File: src/rtl/flab_pkg.sv
// Shared types, constants and helpers for the flappy-bird game blocks.
package flab_pkg;

   typedef enum logic [1:0] {IDLE, RISE, FALL, OVER} bird_state_t;

   localparam int ROWS    = 8;
   localparam int ROW_W   = 3;
   localparam int TOP_ROW = 7;

   function automatic logic [ROWS-1:0] row_to_onehot(input logic [ROW_W-1:0] r);
      return {{(ROWS-1){1'b0}}, 1'b1} << r;
   endfunction

endpackage

File: src/rtl/bird_motion_if.sv
// Control inputs and bird position outputs of the bird motion block.
interface bird_motion_if;
   import flab_pkg::*;

   logic             start;
   logic             ai_enable;
   logic             push;
   logic             flap_btn;
   logic             collide;
   logic [ROWS-1:0]  bird_head;
   logic [ROWS-1:0]  bird_tail;
   logic [ROW_W-1:0] bird_row;
   logic             step;
   logic             game_over;

   modport master (
      output start, ai_enable, push, flap_btn, collide,
      input  bird_head, bird_tail, bird_row, step, game_over
   );

   modport slave (
      input  start, ai_enable, push, flap_btn, collide,
      output bird_head, bird_tail, bird_row, step, game_over
   );

endinterface

File: src/rtl/game_tick_gen.sv
// Game step divider: pulses step once every TICK_DIV enabled cycles.
module game_tick_gen #(
   parameter int TICK_DIV = 25_000_000
) (
   input  logic clk,
   input  logic rst_n,
   input  logic en,
   input  logic clr,
   output logic step
);

   localparam int CNT_W = (TICK_DIV > 2) ? $clog2(TICK_DIV) : 1;
   localparam logic [CNT_W-1:0] LAST = CNT_W'(TICK_DIV - 1);

   logic [CNT_W-1:0] cnt;

   always_ff @(posedge clk or negedge rst_n) begin
      if (!rst_n) begin
         cnt <= '0;
      end else if (clr) begin
         cnt <= '0;
      end else if (en) begin
         cnt <= (cnt == LAST) ? '0 : cnt + 1'b1;
      end
   end

   assign step = (cnt == LAST);

endmodule

File: src/rtl/bird_motion.sv
// Bird vertical position: gravity fall, flap rise, ground/collision game over.
//   state | meaning
//   IDLE  | waiting for start, bird parked at START_ROW
//   FALL  | dropping one row per step unless a flap arrives
//   RISE  | climbing one row per step for RISE_STEPS steps
//   OVER  | frozen after ground hit or collision, start returns to IDLE
module bird_motion
   import flab_pkg::*;
#(
   parameter int TICK_DIV   = 25_000_000,
   parameter int RISE_STEPS = 2,
   parameter int START_ROW  = 4
) (
   input  logic      clk,
   input  logic      rst_n,
   bird_motion_if.slave bus
);

   localparam logic [1:0] ST_IDLE = 2'(IDLE);
   localparam logic [1:0] ST_RISE = 2'(RISE);
   localparam logic [1:0] ST_FALL = 2'(FALL);
   localparam logic [1:0] ST_OVER = 2'(OVER);

   localparam logic [ROW_W-1:0] START  = ROW_W'(START_ROW);
   localparam logic [ROW_W-1:0] TOP    = ROW_W'(TOP_ROW);
   localparam logic [2:0]       RELOAD = 3'(RISE_STEPS - 1);

   logic [1:0]       state;
   logic [ROW_W-1:0] row, prev_row, row_up;
   logic [2:0]       rise_cnt;
   logic             flap_latch;
   logic             running, step, flap_req, tick_clr;

   assign running  = (state == ST_RISE) || (state == ST_FALL);
   assign tick_clr = !running || bus.collide;
   // A button pulse coinciding with the step cycle counts for that step.
   assign flap_req = flap_latch | (bus.ai_enable & bus.push) | (~bus.ai_enable & bus.flap_btn);
   assign row_up   = (row == TOP) ? TOP : row + 1'b1;

   game_tick_gen #(.TICK_DIV(TICK_DIV)) u_tick (
      .clk   (clk),
      .rst_n (rst_n),
      .en    (running),
      .clr   (tick_clr),
      .step  (step)
   );

   always_ff @(posedge clk or negedge rst_n) begin
      if (!rst_n) begin
         flap_latch <= 1'b0;
      end else if (!running || step) begin
         flap_latch <= 1'b0;
      end else if (bus.flap_btn && !bus.ai_enable) begin
         flap_latch <= 1'b1;
      end
   end

   always_ff @(posedge clk or negedge rst_n) begin
      if (!rst_n) begin
         state    <= ST_IDLE;
         row      <= START;
         prev_row <= START;
         rise_cnt <= '0;
      end else begin
         case (state)
            ST_IDLE: begin
               row      <= START;
               prev_row <= START;
               if (bus.start) state <= ST_FALL;
            end
            ST_OVER: begin
               if (bus.start) begin
                  state    <= ST_IDLE;
                  row      <= START;
                  prev_row <= START;
               end
            end
            default: begin
               if (bus.collide) begin
                  state <= ST_OVER;
               end else if (step) begin
                  if (state == ST_FALL) begin
                     if (flap_req) begin
                        prev_row <= row;
                        row      <= row_up;
                        rise_cnt <= RELOAD;
                        if (RISE_STEPS > 1) state <= ST_RISE;
                     end else if (row != '0) begin
                        prev_row <= row;
                        row      <= row - 1'b1;
                     end else begin
                        state <= ST_OVER;
                     end
                  end else begin
                     prev_row <= row;
                     row      <= row_up;
                     if (flap_req)            rise_cnt <= RELOAD;
                     else if (rise_cnt == 3'd1) state  <= ST_FALL;
                     else                     rise_cnt <= rise_cnt - 1'b1;
                  end
               end
            end
         endcase
      end
   end

   assign bus.bird_head = row_to_onehot(row);
   assign bus.bird_tail = row_to_onehot(prev_row);
   assign bus.bird_row  = row;
   assign bus.step      = step;
   assign bus.game_over = (state == ST_OVER);

endmodule

File: src/flat_wrapper.sv
// flat-port wrapper written by rule: the top's interface ports become plain ports
module bird_motion_flat import flab_pkg::*;
#(
   parameter int TICK_DIV   = 25_000_000,
   parameter int RISE_STEPS = 2,
   parameter int START_ROW  = 4
)
  (clk, rst_n, bus_start, bus_ai_enable, bus_push, bus_flap_btn, bus_collide, bus_bird_head, bus_bird_tail, bus_bird_row, bus_step, bus_game_over);
  bird_motion_if bus_i ();
  input  logic clk;
  input  logic rst_n;
  input wire logic [$bits(bus_i.start)-1:0] bus_start;
  input wire logic [$bits(bus_i.ai_enable)-1:0] bus_ai_enable;
  input wire logic [$bits(bus_i.push)-1:0] bus_push;
  input wire logic [$bits(bus_i.flap_btn)-1:0] bus_flap_btn;
  input wire logic [$bits(bus_i.collide)-1:0] bus_collide;
  output wire logic [$bits(bus_i.bird_head)-1:0] bus_bird_head;
  output wire logic [$bits(bus_i.bird_tail)-1:0] bus_bird_tail;
  output wire logic [$bits(bus_i.bird_row)-1:0] bus_bird_row;
  output wire logic [$bits(bus_i.step)-1:0] bus_step;
  output wire logic [$bits(bus_i.game_over)-1:0] bus_game_over;
  assign bus_i.start = bus_start;
  assign bus_i.ai_enable = bus_ai_enable;
  assign bus_i.push = bus_push;
  assign bus_i.flap_btn = bus_flap_btn;
  assign bus_i.collide = bus_collide;
  assign bus_bird_head = bus_i.bird_head;
  assign bus_bird_tail = bus_i.bird_tail;
  assign bus_bird_row = bus_i.bird_row;
  assign bus_step = bus_i.step;
  assign bus_game_over = bus_i.game_over;
  bird_motion #(.TICK_DIV(TICK_DIV), .RISE_STEPS(RISE_STEPS), .START_ROW(START_ROW)) u_core (.clk(clk), .rst_n(rst_n), .bus(bus_i));
endmodule
File: config.mk
export PLATFORM = sky130hd
export DESIGN_NAME = bird_motion_flat
export DESIGN_NICKNAME = d
export VERILOG_FILES = /design/src/rtl/flab_pkg.sv /design/src/rtl/bird_motion_if.sv /design/src/rtl/game_tick_gen.sv /design/src/rtl/bird_motion.sv /design/src/flat_wrapper.sv
export SDC_FILE = /design/constraint.sdc
export NUM_CORES = 1
export LEC_CHECK = 0
export ABC_AREA = 0
export CAP_MARGIN = 40
export CORE_MARGIN = 5
export CORE_UTILIZATION = 63
export CTS_BUF_LIST = sky130_fd_sc_hd__clkbuf_4 sky130_fd_sc_hd__clkbuf_8
export CTS_CLUSTER_SIZE = 28
export DETAILED_ROUTE_END_ITERATION = 10
export GPL_TIMING_DRIVEN = 0
export PLACE_DENSITY = 0.94
export SLEW_MARGIN = 25
export SYNTH_ARGS = -nofsm -noshare
export SYNTH_HDL_FRONTEND = slang
export SYNTH_HIERARCHICAL = 1
export SYNTH_SLANG_ARGS = --single-unit
File: constraint.sdc
create_clock -name clk -period 5.2 [get_ports clk]
set_input_delay 0.52 -clock clk [delete_from_list [all_inputs] [get_ports clk]]
set_output_delay 0.52 -clock clk [all_outputs]
set_load 0.05 [all_outputs]
; ---- After elaboration in Yosys (flattened, before gate mapping)
; Index checks and enable logic that the tools add are counted.
[op_classes]
add_sub_neg = 4
n_reduce_logical = 17
n_shift = 2
eq_ne = 14
bitwise = 7
n_mux = 33
[ops]
columns = op, n
row1 = $mux W25, 3
row2 = $mux W3, 16
row3 = $add A25 B1 Y25 const B, 1
row4 = $eq A25 B25 Y1 const B, 1
row5 = $mux W2, 9
row6 = $shl A1 B3 Y8 const A, 2
row7 = $pmux W3 S2, 2
row8 = $ne A6 B5 Y1 const B, 1
row9 = $reduce_and A6 Y1, 1
row10 = $reduce_bool A3 Y1, 2
row11 = $sub A3 B1 Y3 const B, 2
row12 = $ne A5 B4 Y1 const B, 1
row13 = $ne A5 B5 Y1 const B, 1
row14 = $reduce_and A5 Y1, 1
row15 = $reduce_bool A5 Y1, 1
row16 = $eq A2 B2 Y1 const B, 2
row17 = $ne A2 B1 Y1 const B, 2
row18 = $ne A2 B2 Y1 const B, 2
row19 = $pmux W2 S2, 1
row20 = $reduce_and A4 Y1, 1
row21 = $reduce_bool A2 Y1, 2
row22 = $reduce_bool A4 Y1, 1
row23 = $add A3 B1 Y3 const B, 1
row24 = $eq A3 B1 Y1 const B, 1
row25 = 12 further kinds, 20
[totals]
out_inout_bits = 21
inputBits = 7
ff_bits = 37
word_cells = 83

; ---- Depth between registers and ports, before layout
[depth]
word_depth = 8
mapped_depth = 11
depth_no_buf = 10

; ---- Modules after synthesis
; Netlist, hierarchy kept.
[by_module_without_submodules]
columns = module, seq_area_each_um2, cells_per_inst, n_inst, area_per_inst_um2
row1 = game_tick_gen, 625.6, 169, 1, 1544.0
row2 = bird_motion, 302.8, 107, 1, 942.2

; ---- Worst setup path before layout
; No wires, ideal clock.
[synth_path]
path_type = reg2reg
startpoint = register u_core.u_tick.cnt[8]
endpoint = register u_core.row[2] (netlist: u_core/bus.bird_row[2])
setup_time_ns = 0.086
synth_period_minus_slack_ns = 2.685
slack_ns = 2.515
stages_incl_launch_ff = 12
n_path_buf = 2
required_ns = 5.114
arrival_ns = 2.599
path_cell_list = dfrtp_1 > buf_6 > or4_4 > nor4_4 > nand2_1 > inv_1 > nand2b_1 > a21oi_1 > o21ai_1 > buf_2 > o32ai_1 > a21oi_1
[synth_via]
elab_chain_cells = 3
[synth_rtl]
columns = item, line
row1 = start: declaration, game_tick_gen.sv:15  ; logic [CNT_W-1:0] cnt;
row2 = start signal: assignment, game_tick_gen.sv:23  ; cnt <= (cnt == LAST) ? '0 : cnt + 1'b1;
row3 = $eq A25 B25 Y1, game_tick_gen.sv:27  ; assign step = (cnt == LAST);
row4 = net bus_step, flat_wrapper.sv:20  ; output wire logic [$bits(bus_i.step)-1:0] bus_step;
row5 = $reduce_bool A3 Y1 (no line), --
row6 = $reduce_and A4 Y1 (no line), --
row7 = end signal: assignment, bird_motion.sv:85  ; row <= row_up;
row8 = end signal: assignment, bird_motion.sv:90  ; row <= row - 1'b1;
row9 = end signal: assignment, bird_motion.sv:96  ; row <= row_up;
row10 = end: declaration, bird_motion.sv:29  ; logic [ROW_W-1:0] row, prev_row, row_up;
; The timed path passes the listed nets, and every way through them passes these cells.
; A chain may end at the register's enable or synchronous reset.

; ---- Worst setup path after layout
[layout_path]
startpoint = register u_core.u_tick.cnt[11]
endpoint = output port bus_step
[layout_via]
elab_chain_cells = 1
[layout_rtl]
columns = item, line
row1 = $eq A25 B25 Y1, game_tick_gen.sv:27
row2 = end: declaration, flat_wrapper.sv:20
; Every way passes these cells.

==> qor.yml <==
first_global_vias: 2111
fin_crit_ps: 3660
drv_cap: 0
vias: 2227
tns_ps: 0
cts_resized: 0
synth_most_common_cell: "dfrtp_1"
wl_per_cell_um: 15.3
wirelength_mm: 5.50
layout_setup_ws_ps: 1540
drc_errors: 0
startpoint_type: "register"
synth-edff-count: 0
fin_area_mm2: 0.00293
cts_setup_buffers: 0
io_pins: 28
hold_viol: 0
overflow: 0
clk_path_buf_depth: 2
status: "completed"
cts_root_buf: "clkbuf_8"
max_slew.worst_pin.slew_ps: 775
ys_top_cells_by_area: "dfrtp_1 (35%), ha_1 (5.5%), nor2_1 (4.7%)"
clock_latency_ps: 290
drt-initial-drc-count: 330
worstPathRequired_ps: 4680
drive_gt1_share_pct: 12.2
fill_cells: 257
avgSynthCellArea_um2: 9.01
skew_ps: 8.38
synthArstFlopShare_pct: 100
worstPathMaxFanout: 7
grt_max_degree: 23
clk_pin_slew_ps: 80
initial_utilization_pct: 66.4
gp_congestion: 0.884
grt_usage_pct: 23.0
dieHeight_um: 72.8
numCtsBuffers: 5
peakVddDrop_uv: 335
synth_top_cell_by_area: "dfrtp_1"
ys_ff_latch: 37
cts.sinks: 37
final_util_pct: 78.1
core-area_mm2: 0.00374
end_kind: "output port"
fmax_mhz: 273
seq_area_frac_synth_pct: 37.3
area_growth_pct: 17.7
syn_nets: 294
rows: 22
worst-endpoint-arrival_ps: 3140
cts_tree: "done"
p_leak_nw: 1.16
h-tree-depth: 2
grt_setup_unrepaired: "false"
final_max_slew_viol_count: 0
antenna_cells: 0
die-area_mm2: 0.00530
synth.distinct_cells: 57
period_share_pct: 70.3
p_total_mw: 1.38
routed_via_density: 6.19
detail-route-antenna-nets: 0
yosysWarnings: 6
place_worst_setup_slack_ps: 2000
portBuffers: 27
slew_headroom_pct: 47.8
grt_pass1_wl_mm: 9.69
hpwlAfterDp_mm: 3.97
nets: 329
die_w_um: 72.8
antenna_found_initial: 0
synth_common_cells: "dfrtp_1 (35), nor2_1 (31), nand2_1 (20), inv_1 (18), nand3_1 (15)"
synth_top_area_share_pct: 35.2
pwr_density_cell_mw_per_mm2: 472
firstDrtPassIters: 5
hp-class: "in2async"
setup_viol: 0
holdBufCountCts: 0
criticalPathCategory: "reg2out"
netlist_area_mm2: 0.00249
ys.flop_type: "dfrtp_1"
placedInstanceArea_mm2: 0.00284
synth_cells: 276
metal layers:
metal / global-route usage (%) / wire [um] / share of wire, %
met4: 8.20 / 102 / 1.9
met2: 34.9 / 2520 / 46
met1: 32.1 / 2530 / 46
met3: 5.65 / 357 / 6.5
met5: 0 / 0 / 0
per-stage QoR:
step / instances / hold slack, ps
2_1_floorplan: 276 / 224
3_3_place_gp: 351 / 467
3_5_place_dp: 352 / 463
4_1_cts: 360 / 153
5_1_grt: 360 / 160
6_report: 360 / 146
final timing paths:
kind / start / slack (ps) / endpoint / depth (start not counted)
min in group clk: u_core/rise_cnt[1] / 490 / u_core/rise_cnt[1] / 2
min reg2reg: u_core/rise_cnt[1] / 490 / u_core/rise_cnt[1] / 2
max in group asynchronous: rst_n / 4540 / u_core/prev_row[2] / 2
max: u_core/u_tick/cnt[11] / 1540 / bus_step / 5
min: rst_n / 150 / u_core/u_tick/cnt[6] / 1
max reg2reg: u_core/u_tick/cnt[11] / 2180 / u_core/bus.bird_row[2] / 10
layout make-up:
type	count	area (um2)	area share (%)
buffer	8	65.1	2.22
clock buffer	6	76.3	2.61
clock inverter	2	10.0	0.342
inverter	18	67.6	2.31
multi-input combinational	213	1430	48.7
sequential	37	928	31.7
tap	48	60.1	2.05
timing repair buffer	28	293	10.0
layout by cell type (no fill, tap or decap), drive strengths merged, types with 6 or more instances in the layout:
cell,synthesis,layout
nor2b,7,7
nand4,10,10
nor3,11,11
ha,11,11
a21oi,10,10
xnor2,6,6
inv,18,18
nand2,20,20
clkbuf,3,9
nand3,15,15
buf,5,7
o21ai,10,10
nor2,31,31
nor4,9,9
or3,6,6
clkdlybuf4s50,0,26
dfrtp,35,35
report_power, final:
group / switching [mW] / leakage (nW) / internal, mW
combinational: 0.518 / 0.614 / 0.294
clock: 0.0999 / 0.0484 / 0.0980
sequential: 0.0432 / 0.501 / 0.327
total: 0.661 / 1.16 / 0.718
state kept, by name (all words and copies together), names as in the netlist:
signal and cells:
u_core/bus.bird_row 3, u_core/prev_row 3, u_core/flap_latch 1, u_core/state 2, u_core/u_tick/cnt 25, u_core/rise_cnt 3
critical path, cell delays in order (launching register included):
cell             delay (ps)
dfrtp_1                 470
nand4_1                 330
nor4_2                  680
nand2_1                 300
inv_1                   230
clkdlybuf4s50_1         830
logic make-up after synthesis:
family,after synthesis,share of synthesized area (%)
XOR/XNOR,11,3.88
flip-flops,37,37.3
AO/OA/AOI/OAI,46,13.5
multiplexers,7,3.22
AND/OR/NAND/NOR,138,31.2
buffers and inverters,26,5.33
adder cells (fa/ha/maj),11,5.54
Note: power is estimated with default switching activity, not from simulation.
